$ cat config.mk
export PLATFORM = sky130hd
export DESIGN_NAME = axi_wr_arbiter
export DESIGN_NICKNAME = d
export VERILOG_FILES = /design/src/rtl/axi_wr_arbiter.sv
export SDC_FILE = /design/constraint.sdc
export NUM_CORES = 1
export LEC_CHECK = 0
export BUFFER_PORTS_ARGS = -buffer_cell sky130_fd_sc_hd__buf_2
export CORE_MARGIN = 5
export CORE_UTILIZATION = 39
export DETAILED_ROUTE_END_ITERATION = 10
export HOLD_SLACK_MARGIN = 0.05
export PLACE_DENSITY_LB_ADDON = 0.25
export SLEW_MARGIN = 40
export SYNTH_ARGS = -nofsm -noshare
export SYNTH_HDL_FRONTEND = slang
export SYNTH_SLANG_ARGS = --single-unit
$ cat constraint.sdc
create_clock -name clk -period 3.1 [get_ports clk]
set_clock_uncertainty 0.1 [all_clocks]
set_input_delay 0.775 -clock clk [delete_from_list [all_inputs] [get_ports clk]]
set_output_delay 0.775 -clock clk [all_outputs]
set_load 0.005 [all_outputs]
$ cat src/rtl/axi_wr_arbiter.sv
`default_nettype none
// =============================================================================
// axi_wr_arbiter : shares one AXI write channel (AW/W/B) between two masters,
//                  granting a whole transaction at a time with round-robin ties.
// Revision      : 1.0 - initial release
// =============================================================================
module axi_wr_arbiter #(
  parameter int ADDR_W = 32,
  parameter int DATA_W = 32,
  parameter int LEN_W  = 8
) (
  input  logic                clk,
  input  logic                rst,
  // master 0 : D-cache writeback
  input  logic [ADDR_W-1:0]   m0_awaddr,
  input  logic [LEN_W-1:0]    m0_awlen,
  input  logic [2:0]          m0_awsize,
  input  logic                m0_awvalid,
  output logic                m0_awready,
  input  logic [DATA_W-1:0]   m0_wdata,
  input  logic [DATA_W/8-1:0] m0_wstrb,
  input  logic                m0_wvalid,
  output logic                m0_wready,
  output logic                m0_bvalid,
  input  logic                m0_bready,
  // master 1 : uncached stores
  input  logic [ADDR_W-1:0]   m1_awaddr,
  input  logic [LEN_W-1:0]    m1_awlen,
  input  logic [2:0]          m1_awsize,
  input  logic                m1_awvalid,
  output logic                m1_awready,
  input  logic [DATA_W-1:0]   m1_wdata,
  input  logic [DATA_W/8-1:0] m1_wstrb,
  input  logic                m1_wvalid,
  output logic                m1_wready,
  output logic                m1_bvalid,
  input  logic                m1_bready,
  // shared AXI write port
  output logic [3:0]          awid,
  output logic [ADDR_W-1:0]   awaddr,
  output logic [LEN_W-1:0]    awlen,
  output logic [2:0]          awsize,
  output logic [1:0]          awburst,
  output logic                awvalid,
  input  logic                awready,
  output logic [3:0]          wid,
  output logic [DATA_W-1:0]   wdata,
  output logic [DATA_W/8-1:0] wstrb,
  output logic                wlast,
  output logic                wvalid,
  input  logic                wready,
  input  logic [3:0]          bid,
  input  logic [1:0]          bresp,
  input  logic                bvalid,
  output logic                bready,
  output logic                busy
);

  typedef enum logic [1:0] {
    S_IDLE = 2'd0,
    S_AW   = 2'd1,
    S_W    = 2'd2,
    S_B    = 2'd3
  } state_t;

  state_t              r_state;
  logic                r_grant;
  logic                r_last_grant;
  logic [LEN_W-1:0]    r_beat_cnt;
  logic [ADDR_W-1:0]   r_awaddr;
  logic [LEN_W-1:0]    r_awlen;
  logic [2:0]          r_awsize;

  logic w_req_any;
  logic w_winner;
  logic w_idle;
  logic w_in_w;
  logic w_in_b;
  logic w_w_hs;
  logic w_last;
  logic w_unused;

  // Response id/status carry nothing the masters need.
  assign w_unused  = ^{bid, bresp};

  assign w_idle    = (r_state == S_IDLE);
  assign w_in_w    = (r_state == S_W);
  assign w_in_b    = (r_state == S_B);
  assign w_req_any = m0_awvalid | m1_awvalid;
  // On a tie the master that did not win last time goes first.
  assign w_winner  = (m0_awvalid & m1_awvalid) ? ~r_last_grant : m1_awvalid;
  assign w_last    = (r_beat_cnt == r_awlen);
  assign w_w_hs    = wvalid & wready;

  always_ff @(posedge clk or posedge rst) begin
    if (rst) begin
      r_state      <= S_IDLE;
      r_grant      <= 1'b0;
      r_last_grant <= 1'b1;
      r_beat_cnt   <= '0;
      r_awaddr     <= '0;
      r_awlen      <= '0;
      r_awsize     <= '0;
    end else begin
      case (r_state)
        S_IDLE: begin
          if (w_req_any) begin
            r_grant  <= w_winner;
            r_awaddr <= w_winner ? m1_awaddr : m0_awaddr;
            r_awlen  <= w_winner ? m1_awlen  : m0_awlen;
            r_awsize <= w_winner ? m1_awsize : m0_awsize;
            r_state  <= S_AW;
          end
        end
        S_AW: begin
          if (awready) begin
            r_beat_cnt <= '0;
            r_state    <= S_W;
          end
        end
        S_W: begin
          if (w_w_hs) begin
            r_beat_cnt <= r_beat_cnt + LEN_W'(1);
            if (w_last) r_state <= S_B;
          end
        end
        S_B: begin
          if (bvalid && bready) begin
            r_last_grant <= r_grant;
            r_state      <= S_IDLE;
          end
        end
        default: r_state <= S_IDLE;
      endcase
    end
  end

  // Master AW handshake completes in IDLE, on the same edge as the grant.
  assign m0_awready = w_idle & w_req_any & ~w_winner;
  assign m1_awready = w_idle & w_winner;

  assign awid    = {3'b000, r_grant};
  assign awaddr  = r_awaddr;
  assign awlen   = r_awlen;
  assign awsize  = r_awsize;
  assign awburst = 2'b01;
  assign awvalid = (r_state == S_AW);

  assign wid     = {3'b000, r_grant};
  assign wvalid  = w_in_w & (r_grant ? m1_wvalid : m0_wvalid);
  assign wdata   = w_in_w ? (r_grant ? m1_wdata : m0_wdata) : '0;
  assign wstrb   = w_in_w ? (r_grant ? m1_wstrb : m0_wstrb) : '0;
  assign wlast   = w_in_w & w_last;
  assign m0_wready = w_in_w & ~r_grant & wready;
  assign m1_wready = w_in_w &  r_grant & wready;

  assign bready    = w_in_b & (r_grant ? m1_bready : m0_bready);
  assign m0_bvalid = w_in_b & ~r_grant & bvalid;
  assign m1_bvalid = w_in_b &  r_grant & bvalid;

  assign busy = ~w_idle;

endmodule
`default_nettype wire

Yosys cells after proc, flatten, opt, wreduce, memory -nomap -nowiden
Index checks and enable logic that the tools add are counted.
{ "totals": {"ff_bits": 55, "inputBits": 175, "output_inout_bits": 100, "word_cells": 64} }
{ "classes": {"add_sub_neg": 1, "eq_ne": 9, "n_mux": 19, "bitwise": 21, "n_reduce_logical": 7} }
{ "ops": {"columns": ["operator", "n"], "rows": [
  ["32-bit 2-to-1 mux", 3],
  ["8-bit 2-to-1 mux", 3],
  ["1-bit AND", 16],
  ["8-bit case mux with 2 select lines", 1],
  ["2-bit 2-to-1 mux", 5],
  ["8-bit by 1-bit adder with 8-bit output, second input constant", 1],
  ["8-bit == test", 1],
  ["4-bit 2-to-1 mux", 2],
  ["2-bit by 1-bit inequality test with 1-bit output, second input constant", 4],
  ["2-bit case mux with 4 select lines", 1],
  ["5-bit AND reduction", 1],
  ["2-bit == test, second input constant", 2],
  ["1-bit inverter", 4],
  ["2-bit AND reduction", 2],
  ["1-bit 2-to-1 mux", 3],
  ["3-bit 2-to-1 mux", 1],
  ["3-bit AND reduction", 1],
  ["2-bit by 1-bit == test with 1-bit output, second input constant", 1],
  ["2-bit logical NOT", 1],
  ["2-bit inequality test, second input constant", 1],
  ["2-bit nonzero test", 1],
  ["1-bit logical AND", 1],
  ["1-bit OR", 1]
]} }

Longest topological paths before layout
{ "logic_depth": {"depth_word": 5, "mapped_depth": 8, "depth_no_buf": 6} }

Worst setup path after synthesis
Ideal clock, no wire load.
{ "synth_path": {"path_type": "input-to-output", "from": "in m1_awvalid", "to": "out m0_awready", "arrival_time_ps": 1469, "required_ps": 2225, "path_slack_ps": 756, "path_stages": 4, "path_buffers": 2, "path_cell_list": "a21boi_0 -> buf_2 -> buf_2 -> nor2_1"} }
{ "synth_via": {"elab_chain_cells": 4, "word_cells_on_any_way": 6, "cone_classes": "mux (1); bitwise (5)"} }
{ "synth_lines": {"columns": ["item", "line", "text"], "rows": [
  ["start, declared", "30", "input logic m1_awvalid,"],
  ["1-bit AND", "91", "assign w_winner = (m0_awvalid & m1_awvalid) ? ~r_last_grant : m1_awvalid;"],
  ["1-bit 2-to-1 mux", "91", null],
  ["1-bit inverter", "139", "assign m0_awready = w_idle & w_req_any & ~w_winner;"],
  ["1-bit AND *", "139", null],
  ["end, declared", "19", "output logic m0_awready,"]
]} }
Mark *: on every way between the ends. The rest lies on a longest branch, timed or not.

Worst setup path in the final report
{ "layout_path": {"from": "reg r_beat_cnt[5]", "to": "out wlast"} }
{ "layout_via": {"elab_chain_cells": 2} }
{ "layout_lines": {"columns": ["item", "line", "text"], "rows": [
  ["start, declared", "69", "logic [LEN_W-1:0] r_beat_cnt;"],
  ["start signal, assigned", "123", "r_beat_cnt <= r_beat_cnt + LEN_W'(1);"],
  ["8-bit == test", "92", "assign w_last = (r_beat_cnt == r_awlen);"],
  ["1-bit AND", "153", "assign wlast = w_in_w & w_last;"],
  ["end, declared", "49", "output logic wlast,"]
]} }
No other way between the ends.

==> run metrics <==
Setup crit start kind flip-flop; Worst-Margin Slew 0.7018 ns; Starting Density 39.30%; diode count 0; CP arrival 1.82 ns; clock latency at the later pin of the worst-skew pair 0.30 ns; Die X 105.8 um; Post-Syn Area per Cell 9.250 um2; initial drt markers 140; port bufs 260; Core Box Area 0.009109 mm2; fin nets 811; Synth area leaders dfrtp_1 (38%), mux2i_1 (23%), nor2b_1 (6.8%), o21ai_0 (6.7%), nand2_1 (5.0%); Pwr Density 733.3 mW/mm2; Final Hold Vio Count 0; gr usage total 19.20%; Yosys reg bits 55; num rows 35; FFs w/ async S/R, synth 100.0%; routability cong. 0.8789; die height 105.8 um; post-synthesis sequential area ratio 38.48%; I/O pin count 275; final-report setup violation count 0; status finished, final reports clean; maximum clock frequency 0.3707 GHz; gr ovfl total 0; CTS H-tree lvls 2; Root Driver clkbuf_8; critical path endpoint category output port; RSZ-0062 raised after global routing no; yosys warns 0; 1st-pass router iterations 4; slew margin rel. 53.22%; Area growth syn-to-layout 40.51%; Layout Utilization 55.22%; Routed WL 11180 um; Lkg Pwr 2.863 nW; area leader, netlist dfrtp_1; critical path type reg2out; Worst-path clk slew 0.09 ns; Setup Total Neg Slack 0 ns; hold slack 0.3783 ns; DP Wirelength 9230 um; initial antenna violation count 0; EDFF count, synth 0; share of layout cells above drive strength 1 44.69%; Vias/cell 4.869; Peak VDD IR 0.3334 mV; CTS tree done; period utilisation layout 87.03%; Slew Limit Fails 0; vias in the first global route 3626; Post-CTS Setup Inserts 0; Yosys cell types 35; Syn Std Cell Area 0.003580 mm2; cts repair resizes 0; CP Max Fanout 5; global-route wire length before repair 17790 um; post-route minimum period 2.698 ns; CTS Buf Count 5; Max-cap violations 0; Syn Inst Count 387; worst hold path type reg2reg; CP required 2.22 ns; largest net degree at the start of global routing 88; DRC Markers 0; post-route ant nets 0; WL/cell 15.07 um; die footprint 0.01119 mm2; Synth Flop Type dfrtp_1; Synth top area share 37.75%; Hold-fix buffers, CTS 0; Num Clock Sinks 55; via count 3613; maximum buffer depth of the clock tree 2
[synth_stat cells (2+ instances only)]
| library cell | number |
|---|---|
| inv_1 | 7 |
| nand2_1 | 48 |
| xor2_1 | 8 |
| nand3_1 | 5 |
| buf_4 | 11 |
| buf_2 | 10 |
| nand4_1 | 2 |
| nor2_1 | 7 |
| a31oi_1 | 2 |
| dfrtp_1 | 54 |
| nor4_1 | 3 |
| or4_1 | 4 |
| clkbuf_1 | 16 |
| mux2i_1 | 82 |
| a21o_1 | 2 |
| o21ai_0 | 48 |
| ha_1 | 6 |
| and3_1 | 4 |
| nor2b_1 | 39 |
| o41ai_1 | 2 |
| a21boi_0 | 2 |
| a21oi_1 | 7 |
| o31ai_1 | 5 |
| conb_1 | 2 |
[worst max-delay path, cell delays in order (launching register included)]
cell,delay (ns)
dfrtp_1,0.45
xor2_1,0.19
nor4_1,0.54
and3_1,0.24
buf_2,0.11
[where the power goes]
| group | internal, mW | total (mW) | switching [mW] |
|---|---|---|---|
| clock | 0.164 | 0.404 | 0.240 |
| combinational | 0.969 | 2.01 | 1.04 |
| sequential | 1.03 | 1.27 | 0.249 |
[per-layer routing]
metal	global-route usage, %	vias up	wire, um
li1	-	1804	-
met1	21.93	1622	4279
met2	34.65	171	5549
met3	5.511	16	1092
met4	5.643	0	258
met5	0	-	0
[sequential cells by signal, summed over array words and instances (netlist names)]
register      flops
r_beat_cnt        8
r_last_grant      1
awsize            3
r_state           2
awlen             8
r_grant           1
awaddr           32
[final timing paths]
kind / start / endpoint / slack [ns] / depth (start not counted)
max: r_beat_cnt[5] / wlast / 0.40 / 4
min: awaddr[11] / awaddr[11] / 0.38 / 2
max reg2reg: r_state[0] / r_beat_cnt[5] / 0.80 / 7
min reg2reg: awaddr[11] / awaddr[11] / 0.38 / 2
max in group asynchronous: rst / r_grant / 1.86 / 3
min in group asynchronous: rst / awaddr[17] / 0.55 / 3
[cell families (layout without fill, tap and decap cells)]
kind of cell | count (synthesis) | count (layout) | synth area share [%]
multiplexers | 82 | 82 | 22.93
other | 2 | 8 | 0.2098
adder cells (fa/ha/maj) | 6 | 6 | 2.097
flip-flops | 55 | 55 | 38.48
AND/OR/NAND/NOR | 117 | 117 | 16.78
XOR/XNOR | 8 | 8 | 1.957
buffers and inverters | 44 | 282 | 6.117
AO/OA/AOI/OAI | 73 | 73 | 11.43
[layout make-up]
cell class | instances | area (um2)
Inverter | 7 | 26.28
Fill cell | 878 | 4079
Clock inverter | 3 | 22.52
Multi-Input combinational cell | 294 | 2028
Tap cell | 111 | 138.9
Clock buffer | 5 | 68.82
Sequential cell | 55 | 1379
Timing Repair Buffer | 267 | 1366
[layout by cell type (no fill, tap or decap), types with 2 or more instances in the layout]
| cell | instances |
|---|---|
| a21o_1 | 2 |
| a21oi_1 | 7 |
| a31oi_1 | 2 |
| and3_1 | 4 |
| buf_2 | 260 |
| buf_4 | 6 |
| clkbuf_8 | 5 |
| conb_1 | 8 |
| dfrtp_1 | 53 |
| ha_1 | 6 |
| inv_1 | 6 |
| inv_6 | 2 |
| mux2i_1 | 82 |
| nand2_1 | 48 |
| nand3_1 | 5 |
| nand4_1 | 2 |
| nor2_1 | 7 |
| nor2b_1 | 39 |
| nor4_1 | 3 |
| o21ai_0 | 48 |
| o31ai_1 | 5 |
| o41ai_1 | 2 |
| or4_1 | 4 |
| xor2_1 | 8 |
[per-stage QoR]
stage               worst slack, ns  power (mW)  instances  instance area, um2
finish                       0.4022       3.688        742                5030
global route                 0.2488       4.047        742                5030
CTS                          0.4059       3.762        742                5030
detailed placement           0.7231       3.354        734                4938
global placement             0.7556       3.285        734                4938
floorplan                    0.7561       2.479        393                3602
(Power assumes the default switching activity.)
